--- config.mk ---
export PLATFORM = sky130hd
export DESIGN_NAME = vga_fb_scanout
export DESIGN_NICKNAME = d
export VERILOG_FILES = /design/src/rtl/vga_timing_pkg.sv /design/src/rtl/vga_timing_gen.sv /design/src/rtl/vga_fb_scanout.sv
export SDC_FILE = /design/constraint.sdc
export NUM_CORES = 1
export LEC_CHECK = 0
export BUFFER_PORTS_ARGS = -buffer_cell sky130_fd_sc_hd__buf_2
export CAP_MARGIN = 10
export CORE_ASPECT_RATIO = 1.1
export CORE_UTILIZATION = 55
export CTS_BUF_LIST = sky130_fd_sc_hd__clkbuf_4
export DETAILED_ROUTE_END_ITERATION = 7
export PLACE_DENSITY = 0.85
export SYNTH_ARGS = -nofsm -noshare
export SYNTH_HDL_FRONTEND = slang
export SYNTH_SLANG_ARGS = --single-unit
--- constraint.sdc ---
create_clock -name clk -period 3.9 [get_ports clk]
set_input_delay 0.195 -clock clk [delete_from_list [all_inputs] [get_ports clk]]
set_output_delay 0.195 -clock clk [all_outputs]
set_load 0.03 [all_outputs]
--- src/rtl/vga_timing_pkg.sv ---
// vga_timing_pkg: shared constants and helpers for the VGA scan-out slice.
//   - default 640x480@60 timing set (pixel clocks / lines)
//   - h_total / v_total derivation helpers
//   - 8-entry colour-bar table used by the optional test pattern
package vga_timing_pkg;

    // Default 640x480@60 horizontal timing (pixel clocks)
    localparam int unsigned H_SYNC_DEF   = 96;
    localparam int unsigned H_BP_DEF     = 48;
    localparam int unsigned H_ACTIVE_DEF = 640;
    localparam int unsigned H_FP_DEF     = 16;

    // Default 640x480@60 vertical timing (lines)
    localparam int unsigned V_SYNC_DEF   = 2;
    localparam int unsigned V_BP_DEF     = 33;
    localparam int unsigned V_ACTIVE_DEF = 480;
    localparam int unsigned V_FP_DEF     = 10;

    localparam int unsigned RGB_W  = 12;
    localparam int unsigned N_BARS = 8;

    // Colour bars, index 0 in the LSBs: white, yellow, cyan, green,
    // magenta, red, blue, black
    localparam logic [N_BARS*RGB_W-1:0] BAR_TABLE = {
        12'h000, 12'h00F, 12'hF00, 12'hF0F,
        12'h0F0, 12'h0FF, 12'hFF0, 12'hFFF
    };

    function automatic int unsigned h_total(input int unsigned sync,
                                            input int unsigned bp,
                                            input int unsigned act,
                                            input int unsigned fp);
        return sync + bp + act + fp;
    endfunction

    function automatic int unsigned v_total(input int unsigned sync,
                                            input int unsigned bp,
                                            input int unsigned act,
                                            input int unsigned fp);
        return sync + bp + act + fp;
    endfunction

    function automatic logic [RGB_W-1:0] bar_colour(input logic [2:0] idx);
        return BAR_TABLE[32'(idx)*RGB_W +: RGB_W];
    endfunction

endpackage

--- src/rtl/vga_timing_gen.sv ---
// vga_timing_gen: horizontal/vertical counters for a VGA mode.
//   clk, rstn        pixel clock, synchronous active-low reset
//   active_c         hcnt/vcnt inside the visible window
//   line_first_c     hcnt is the first visible column
//   line_last_c      hcnt is the last visible column
//   hs_c, vs_c       raw sync levels (SYNC_POL while in sync)
//   frame_start_c    hcnt = 0 and vcnt = 0
// All *_c outputs are combinational decodes of the counter registers; the
// parent registers them to form its counter stage.
module vga_timing_gen
    import vga_timing_pkg::*;
#(
    parameter int unsigned H_SYNC   = H_SYNC_DEF,
    parameter int unsigned H_BP     = H_BP_DEF,
    parameter int unsigned H_ACTIVE = H_ACTIVE_DEF,
    parameter int unsigned H_FP     = H_FP_DEF,
    parameter int unsigned V_SYNC   = V_SYNC_DEF,
    parameter int unsigned V_BP     = V_BP_DEF,
    parameter int unsigned V_ACTIVE = V_ACTIVE_DEF,
    parameter int unsigned V_FP     = V_FP_DEF,
    parameter bit          SYNC_POL = 1'b1
) (
    input  logic clk,
    input  logic rstn,
    output logic active_c,
    output logic line_first_c,
    output logic line_last_c,
    output logic hs_c,
    output logic vs_c,
    output logic frame_start_c
);

    localparam int unsigned H_TOTAL = h_total(H_SYNC, H_BP, H_ACTIVE, H_FP);
    localparam int unsigned V_TOTAL = v_total(V_SYNC, V_BP, V_ACTIVE, V_FP);
    // +1 so the exclusive end bounds below always fit the counter width
    localparam int unsigned HW = $clog2(H_TOTAL + 1);
    localparam int unsigned VW = $clog2(V_TOTAL + 1);

    localparam int unsigned H_ACT_BEG = H_SYNC + H_BP;
    localparam int unsigned H_ACT_END = H_ACT_BEG + H_ACTIVE;
    localparam int unsigned V_ACT_BEG = V_SYNC + V_BP;
    localparam int unsigned V_ACT_END = V_ACT_BEG + V_ACTIVE;

    logic [HW-1:0] hcnt;
    logic [VW-1:0] vcnt;
    logic          h_act;
    logic          v_act;

    // Line/frame counters
    always_ff @(posedge clk) begin
        if (!rstn) begin
            hcnt <= '0;
            vcnt <= '0;
        end else if (hcnt == HW'(H_TOTAL - 1)) begin
            hcnt <= '0;
            if (vcnt == VW'(V_TOTAL - 1)) begin
                vcnt <= '0;
            end else begin
                vcnt <= vcnt + VW'(1);
            end
        end else begin
            hcnt <= hcnt + HW'(1);
        end
    end

    // Region decodes
    always_comb begin
        h_act         = (hcnt >= HW'(H_ACT_BEG)) && (hcnt < HW'(H_ACT_END));
        v_act         = (vcnt >= VW'(V_ACT_BEG)) && (vcnt < VW'(V_ACT_END));
        active_c      = h_act && v_act;
        line_first_c  = (hcnt == HW'(H_ACT_BEG));
        line_last_c   = (hcnt == HW'(H_ACT_END - 1));
        hs_c          = (hcnt < HW'(H_SYNC)) ? SYNC_POL : ~SYNC_POL;
        vs_c          = (vcnt < VW'(V_SYNC)) ? SYNC_POL : ~SYNC_POL;
        frame_start_c = (hcnt == '0) && (vcnt == '0);
    end

endmodule

--- src/rtl/vga_fb_scanout.sv ---
// vga_fb_scanout: VGA scan-out engine fetching pixels from a framebuffer RAM.
//   clk, rstn    pixel clock, synchronous active-low reset
//   fb_base      word address of pixel (0,0), latched at frame start
//   mem_data     RAM read data, valid RD_LAT clocks after mem_en
//   mem_en       RAM read enable (visible region, counter stage)
//   mem_addr     RAM read address
//   hs, vs, de   sync / data-enable, RD_LAT+1 clocks after the counter stage
//   rgb          pixel colour (mem_data[11:0]), 0 outside de
//   frame_start  one-clock pulse at hcnt = 0, vcnt = 0 (counter stage)
// Optional build macro VGA_SCANOUT_TEST_PATTERN_EN adds tp_en, which (latched
// at frame start) replaces fetched pixels with 8 vertical colour bars.
module vga_fb_scanout
    import vga_timing_pkg::*;
#(
    parameter int unsigned H_SYNC   = H_SYNC_DEF,
    parameter int unsigned H_BP     = H_BP_DEF,
    parameter int unsigned H_ACTIVE = H_ACTIVE_DEF,
    parameter int unsigned H_FP     = H_FP_DEF,
    parameter int unsigned V_SYNC   = V_SYNC_DEF,
    parameter int unsigned V_BP     = V_BP_DEF,
    parameter int unsigned V_ACTIVE = V_ACTIVE_DEF,
    parameter int unsigned V_FP     = V_FP_DEF,
    parameter bit          SYNC_POL = 1'b1,
    parameter int unsigned SCALE    = 1,
    parameter int unsigned RD_LAT   = 1,
    parameter int unsigned ADDR_W   = 19,
    parameter int unsigned DATA_W   = 16
) (
    input  logic              clk,
    input  logic              rstn,
`ifdef VGA_SCANOUT_TEST_PATTERN_EN
    input  logic              tp_en,
`endif
    input  logic [ADDR_W-1:0] fb_base,
    input  logic [DATA_W-1:0] mem_data,
    output logic              mem_en,
    output logic [ADDR_W-1:0] mem_addr,
    output logic              hs,
    output logic              vs,
    output logic              de,
    output logic [RGB_W-1:0]  rgb,
    output logic              frame_start
);

    localparam int unsigned FB_W = H_ACTIVE / SCALE;
    // de_pipe[0] is the counter stage; de_pipe[RD_LAT] lines up with mem_data
    localparam int unsigned PD   = RD_LAT + 2;

    // Elaboration-time parameter checks
    if ((SCALE != 1) && (SCALE != 2) && (SCALE != 4)) begin : g_bad_scale
        $error("vga_fb_scanout: SCALE must be 1, 2 or 4");
    end
    if (((H_ACTIVE % SCALE) != 0) || ((V_ACTIVE % SCALE) != 0)) begin : g_bad_div
        $error("vga_fb_scanout: H_ACTIVE and V_ACTIVE must be divisible by SCALE");
    end
    if ((RD_LAT == 0) || (RD_LAT > 4)) begin : g_bad_lat
        $error("vga_fb_scanout: RD_LAT must be in 1..4");
    end
    if (DATA_W < RGB_W) begin : g_bad_data
        $error("vga_fb_scanout: DATA_W must be at least 12");
    end

    logic active_c;
    logic line_first_c;
    logic line_last_c;
    logic hs_c;
    logic vs_c;
    logic frame_start_c;
    logic fetch_c;
    logic [RGB_W-1:0] pix_c;

    logic [PD-1:0]     de_pipe;
    logic [PD-1:0]     hs_pipe;
    logic [PD-1:0]     vs_pipe;
    logic [1:0]        x_rep;
    logic [1:0]        y_rep;
    // Holds the frame base from frame start, then the first word of each
    // source line as the frame advances.
    logic [ADDR_W-1:0] line_addr;

    // Upper data bits carry no colour
    logic unused_mem_bits;
    assign unused_mem_bits = ^mem_data;

    vga_timing_gen #(
        .H_SYNC   (H_SYNC),
        .H_BP     (H_BP),
        .H_ACTIVE (H_ACTIVE),
        .H_FP     (H_FP),
        .V_SYNC   (V_SYNC),
        .V_BP     (V_BP),
        .V_ACTIVE (V_ACTIVE),
        .V_FP     (V_FP),
        .SYNC_POL (SYNC_POL)
    ) u_timing (
        .clk           (clk),
        .rstn          (rstn),
        .active_c      (active_c),
        .line_first_c  (line_first_c),
        .line_last_c   (line_last_c),
        .hs_c          (hs_c),
        .vs_c          (vs_c),
        .frame_start_c (frame_start_c)
    );

`ifdef VGA_SCANOUT_TEST_PATTERN_EN
    localparam int unsigned BAR_W = H_ACTIVE / N_BARS;
    localparam int unsigned BCW   = $clog2(BAR_W + 1);

    if (H_ACTIVE < N_BARS) begin : g_bad_bars
        $error("vga_fb_scanout: H_ACTIVE too small for the colour-bar pattern");
    end

    logic             tp_q;
    logic [2:0]       bar_idx;
    logic [BCW-1:0]   bar_cnt;
    logic [2:0]       bar_idx_c;
    logic [BCW-1:0]   bar_cnt_c;
    logic [RD_LAT:0]  tp_pipe;
    logic [RGB_W-1:0] bar_pipe [RD_LAT+1];

    // Bar position of the pixel issued at this counter-stage edge
    always_comb begin
        bar_idx_c = bar_idx;
        bar_cnt_c = bar_cnt + BCW'(1);
        if (line_first_c) begin
            bar_idx_c = '0;
            bar_cnt_c = '0;
        end else if (bar_cnt == BCW'(BAR_W - 1)) begin
            bar_cnt_c = '0;
            // Saturate on the last bar if H_ACTIVE is not a multiple of 8
            bar_idx_c = (bar_idx == 3'd7) ? bar_idx : bar_idx + 3'd1;
        end
    end

    // Pattern enable latch and colour pipeline matching the RAM latency
    always_ff @(posedge clk) begin
        if (!rstn) begin
            tp_q    <= 1'b0;
            bar_idx <= '0;
            bar_cnt <= '0;
            tp_pipe <= '0;
            for (int i = 0; i <= int'(RD_LAT); i++) begin
                bar_pipe[i] <= '0;
            end
        end else begin
            if (frame_start_c) begin
                tp_q <= tp_en;
            end
            if (active_c) begin
                bar_idx <= bar_idx_c;
                bar_cnt <= bar_cnt_c;
            end
            tp_pipe     <= {tp_pipe[RD_LAT-1:0], tp_q};
            bar_pipe[0] <= bar_colour(bar_idx_c);
            for (int i = 1; i <= int'(RD_LAT); i++) begin
                bar_pipe[i] <= bar_pipe[i-1];
            end
        end
    end

    assign fetch_c = active_c && !tp_q;

    always_comb begin
        pix_c = mem_data[RGB_W-1:0];
        if (tp_pipe[RD_LAT]) begin
            pix_c = bar_pipe[RD_LAT];
        end
    end
`else
    assign fetch_c = active_c;
    assign pix_c   = mem_data[RGB_W-1:0];
`endif

    // Counter stage (address generation) and output delay line
    always_ff @(posedge clk) begin
        if (!rstn) begin
            frame_start <= 1'b0;
            mem_en      <= 1'b0;
            mem_addr    <= '0;
            line_addr   <= '0;
            x_rep       <= '0;
            y_rep       <= '0;
            de_pipe     <= '0;
            hs_pipe     <= {PD{~SYNC_POL}};
            vs_pipe     <= {PD{~SYNC_POL}};
            rgb         <= '0;
        end else begin
            frame_start <= frame_start_c;
            mem_en      <= fetch_c;

            if (frame_start_c) begin
                line_addr <= fb_base;
                y_rep     <= '0;
            end

            if (active_c) begin
                // Horizontal replication: advance after SCALE issues
                if (line_first_c) begin
                    mem_addr <= line_addr;
                    x_rep    <= '0;
                end else if (x_rep == 2'(SCALE - 1)) begin
                    mem_addr <= mem_addr + ADDR_W'(1);
                    x_rep    <= '0;
                end else begin
                    x_rep <= x_rep + 2'd1;
                end

                // Vertical replication: step to the next source line after
                // SCALE output lines, otherwise replay the same one
                if (line_last_c) begin
                    if (y_rep == 2'(SCALE - 1)) begin
                        y_rep     <= '0;
                        line_addr <= line_addr + ADDR_W'(FB_W);
                    end else begin
                        y_rep <= y_rep + 2'd1;
                    end
                end
            end

            de_pipe <= {de_pipe[PD-2:0], active_c};
            hs_pipe <= {hs_pipe[PD-2:0], hs_c};
            vs_pipe <= {vs_pipe[PD-2:0], vs_c};
            rgb     <= de_pipe[RD_LAT] ? pix_c : RGB_W'(0);
        end
    end

    assign de = de_pipe[PD-1];
    assign hs = hs_pipe[PD-1];
    assign vs = vs_pipe[PD-1];

endmodule

==> flow_metrics.py <==
metrics = {
    "status": {
        "status": "finished with violations",
        "violations": "design-rule violations",
    },
    "power": {
        "powerDensity_mw_per_mm2": 327,
        "switching_share": 0.271,
        "power.switching_mw": 0.423,
        "vdd_drop_max_uv": 165,
        "power.share.clock": 0.329,
        "power_frac_seq": 0.587,
        "combPwrFrac": 0.084,
        "total_power_mw": 1.56,
        "p_leak_nw": 1.89,
        "p_int_mw": 1.14,
    },
    "drt": {
        "drc_errors": 10,
        "ant_nets": 0,
        "avgRoutedWirePerCell_um": 15.8,
        "finalWirelength_um": 10400,
        "dr.pass1.iters": 8,
        "viasPerCell": 6.17,
        "drt_first_iter_violations": 439,
        "dr_total_vias": 4063,
    },
    "yosys": {
        "syn_avg_cell_area_um2": 8.22,
        "yosysMostFrequentCell": "dfxtp_1",
        "async_reset_ff_frac": 0,
        "yosysWarnings": 0,
        "synth_top_area_frac": 0.406,
        "synth_edf_count": 0,
        "synth_fp_nets": 551,
        "synth_cells": 504,
        "yosys_register_bits": 84,
        "synthFlopType": "dfxtp_1",
        "synth.largest_area_cell": "dfxtp_1",
        "ys_types": 56,
        "synthTopCellsByCount": "dfxtp_1, nand2_1, a21oi_1",
        "ys_top_cells_by_area": "dfxtp_1, nand2_1, a21oi_1",
        "yosysSeqAreaShare": 0.406,
        "netlist_area_mm2": 0.00414,
    },
    "final_layout": {
        "drive_above_1_share": 0.175,
        "diodes": 0,
        "n_fill_cell": 578,
        "nets": 615,
        "syn2layout_area_growth_pct": 15.2,
    },
    "sta": {
        "rsz0062_at_grt": "no",
        "setup_viol": 0,
        "slew_headroom": 0.210,
        "min_period_ps": 2690,
        "period_share": 0.690,
        "fmax_mhz": 371,
        "worstMarginPinSlew_ps": 1180,
        "fin_worst_skew_ps": 18.4,
        "timing_hold_violations_final": 0,
        "drv_slew": 0,
        "fin_ws_ps": 1210,
        "setup_tns_ps": 0,
    },
    "floorplanning": {
        "core_area_mm2": 0.00717,
        "pin_count": 73,
        "die_h_um": 93.0,
        "initial_utilization": 0.578,
        "dieWidth_um": 84.8,
        "fp.dieArea_mm2": 0.00789,
        "row_count": 32,
    },
    "worst_setup_path": {
        "start_kind": "flip-flop",
        "cp_max_fo": 18,
        "critPathKind": "flip-flop to flip-flop",
        "critPathCaptureType": "flip-flop",
        "regToRegEndpoint": "line_addr[5]$_SDFFE_PN0P_",
        "ff2ff_path_depth": 6,
        "cp.required_ps": 4260,
        "ff2ff_setup_slack_ps": 1210,
        "cp_data_arrival_time_ps": 3050,
        "reg2reg_from": "u_timing.vcnt[6]$_SDFFE_PN0P_",
    },
    "grt": {
        "grt_max_degree": 57,
        "gr-total-overflow": 0,
        "grt_usage": 0.269,
        "grt_pass1_vias": 3673,
        "grt_pass1_wl_um": 17200,
        "antenna_found_initial": 0,
    },
    "placed_design": {
        "gp_congestion": 0.886,
        "post-dp-hpwl_um": 6650,
        "numPortBuffers": 68,
        "place_ws_ps": 1390,
    },
    "clock_tree": {
        "htree_num_levels": 3,
        "cts_resized": 0,
        "clk_pin_slew_worst_paths_ps": 150,
        "cts-root-buf": "clkbuf_4",
        "tritoncts": "built",
        "cts.sinks": 84,
        "cts_buffer_depth": 2,
        "cts_made_buffers": 9,
        "clk_latency_ps": 440,
    },
    "min_path": {
        "worstHoldPathCells": 2,
        "min_path_type": "input pin to flip-flop",
        "hold_path_end": "rgb[11]$_SDFF_PN0_",
        "hp-start": "mem_data[11]",
    },
    "flow_run": {
        "drv_cap": 0,
    },
}
-- worst max-delay path: stages (launching register included) --
cell     delay [ps]
dfxtp_1         400
nor3_1          530
nand4_1         190
nor2_1          940
buf_4           310
nand2_1          90
a21oi_1         140
-- state kept, by name, indices dropped and copies added (netlist names) --
register	cells
de_pipe	3
frame_start	1
hs_pipe	3
line_addr	19
mem_addr	19
rgb	12
u_timing.hcnt	10
u_timing.vcnt	10
vs_pipe	3
x_rep	2
y_rep	2
-- stage by stage --
stage	hold slack, ps	instance area (um2)	util	std cells
final	9.35	4770	0.666	658
after global routing	11.0	4770	0.666	658
after CTS	3.68	4770	0.666	658
after detailed placement	420	4450	0.621	624
after global placement	412	4450	0.621	624
after floorplan	335	4140	-	504
-- layout make-up --
cell class	instances	area, um2	area share
Clock inverter	7	73.8	0.0155
Sequential cell	84	1680	0.352
Timing Repair Buffer	91	558	0.117
Multi-Input combinational cell	369	2240	0.469
Clock buffer	9	67.6	0.0142
Inverter	13	48.8	0.0102
Tap cell	85	106	0.0223
-- worst max path at each step --
stage                     slack [ps]  cells after the start                           from                   endpoint
after floorplan                 1720                      8    u_timing.hcnt[7]$_SDFF_PP0_   line_addr[13]$_SDFF_PN0_
after global placement          1440                      6    u_timing.hcnt[3]$_SDFF_PP0_  line_addr[0]$_SDFFE_PN0P_
after detailed placement        1390                      6  u_timing.vcnt[6]$_SDFFE_PN0P_  line_addr[1]$_SDFFE_PN0P_
after CTS                       1340                      6  u_timing.vcnt[6]$_SDFFE_PN0P_  line_addr[1]$_SDFFE_PN0P_
after global routing            1010                      6    u_timing.hcnt[2]$_SDFF_PP0_  line_addr[1]$_SDFFE_PN0P_
final                           1210                      6  u_timing.vcnt[6]$_SDFFE_PN0P_  line_addr[5]$_SDFFE_PN0P_
-- routing by layer --
metal | global-route usage | up-vias | routed length, um
met4 | 0.0960 | 0 | 172
met1 | 0.357 | 1881 | 4570
met5 | 0 | - | 0
met3 | 0.0512 | 18 | 824
met2 | 0.438 | 197 | 4840
li1 | - | 1967 | -
-- cell families (layout without fill, tap and decap cells) --
group,Yosys count,in the layout,share of synthesized area
and+or+nand+nor,233,233,0.289
AOI/OAI and AO/OA,109,109,0.184
DFF,84,84,0.406
buffers and inverters,51,120,0.0556
xor gates and xnor gates,17,17,0.0359
adders and majority gates,10,10,0.0302
-- placed cells by master, fill, tap and decap left out, drive strengths merged, types with 5 or more instances in the layout --
cell	count
xnor2	8
nor2	32
a21o	5
xor2	9
a21oi	40
nand2	59
a22oi	8
dlygate4sd3	18
and3	22
ha	10
clkbuf	9
dfxtp	84
nand4	27
buf	73
o21ai	10
nand3	30
or3	5
nor3	18
inv	15
o32ai	8
nor4	15
and2	7
o211ai	9
-- power groups by stage --
stage | Sequential (mW) | Combinational [mW] | Clock, mW
detailed placement | 0.933 | 0.114 | 0
global placement | 0.932 | 0.110 | 0
CTS | 0.914 | 0.129 | 0.523
finish | 0.916 | 0.132 | 0.514
global route | 0.919 | 0.146 | 0.561
floorplan | 0.924 | 0.0791 | 0
-- repair_timing --
action,in CTS,in global routing
hold buffers,18,0
endpoints found under the hold margin,18,0
setup buffers,0,0
Power figures use the tool's default switching activity.
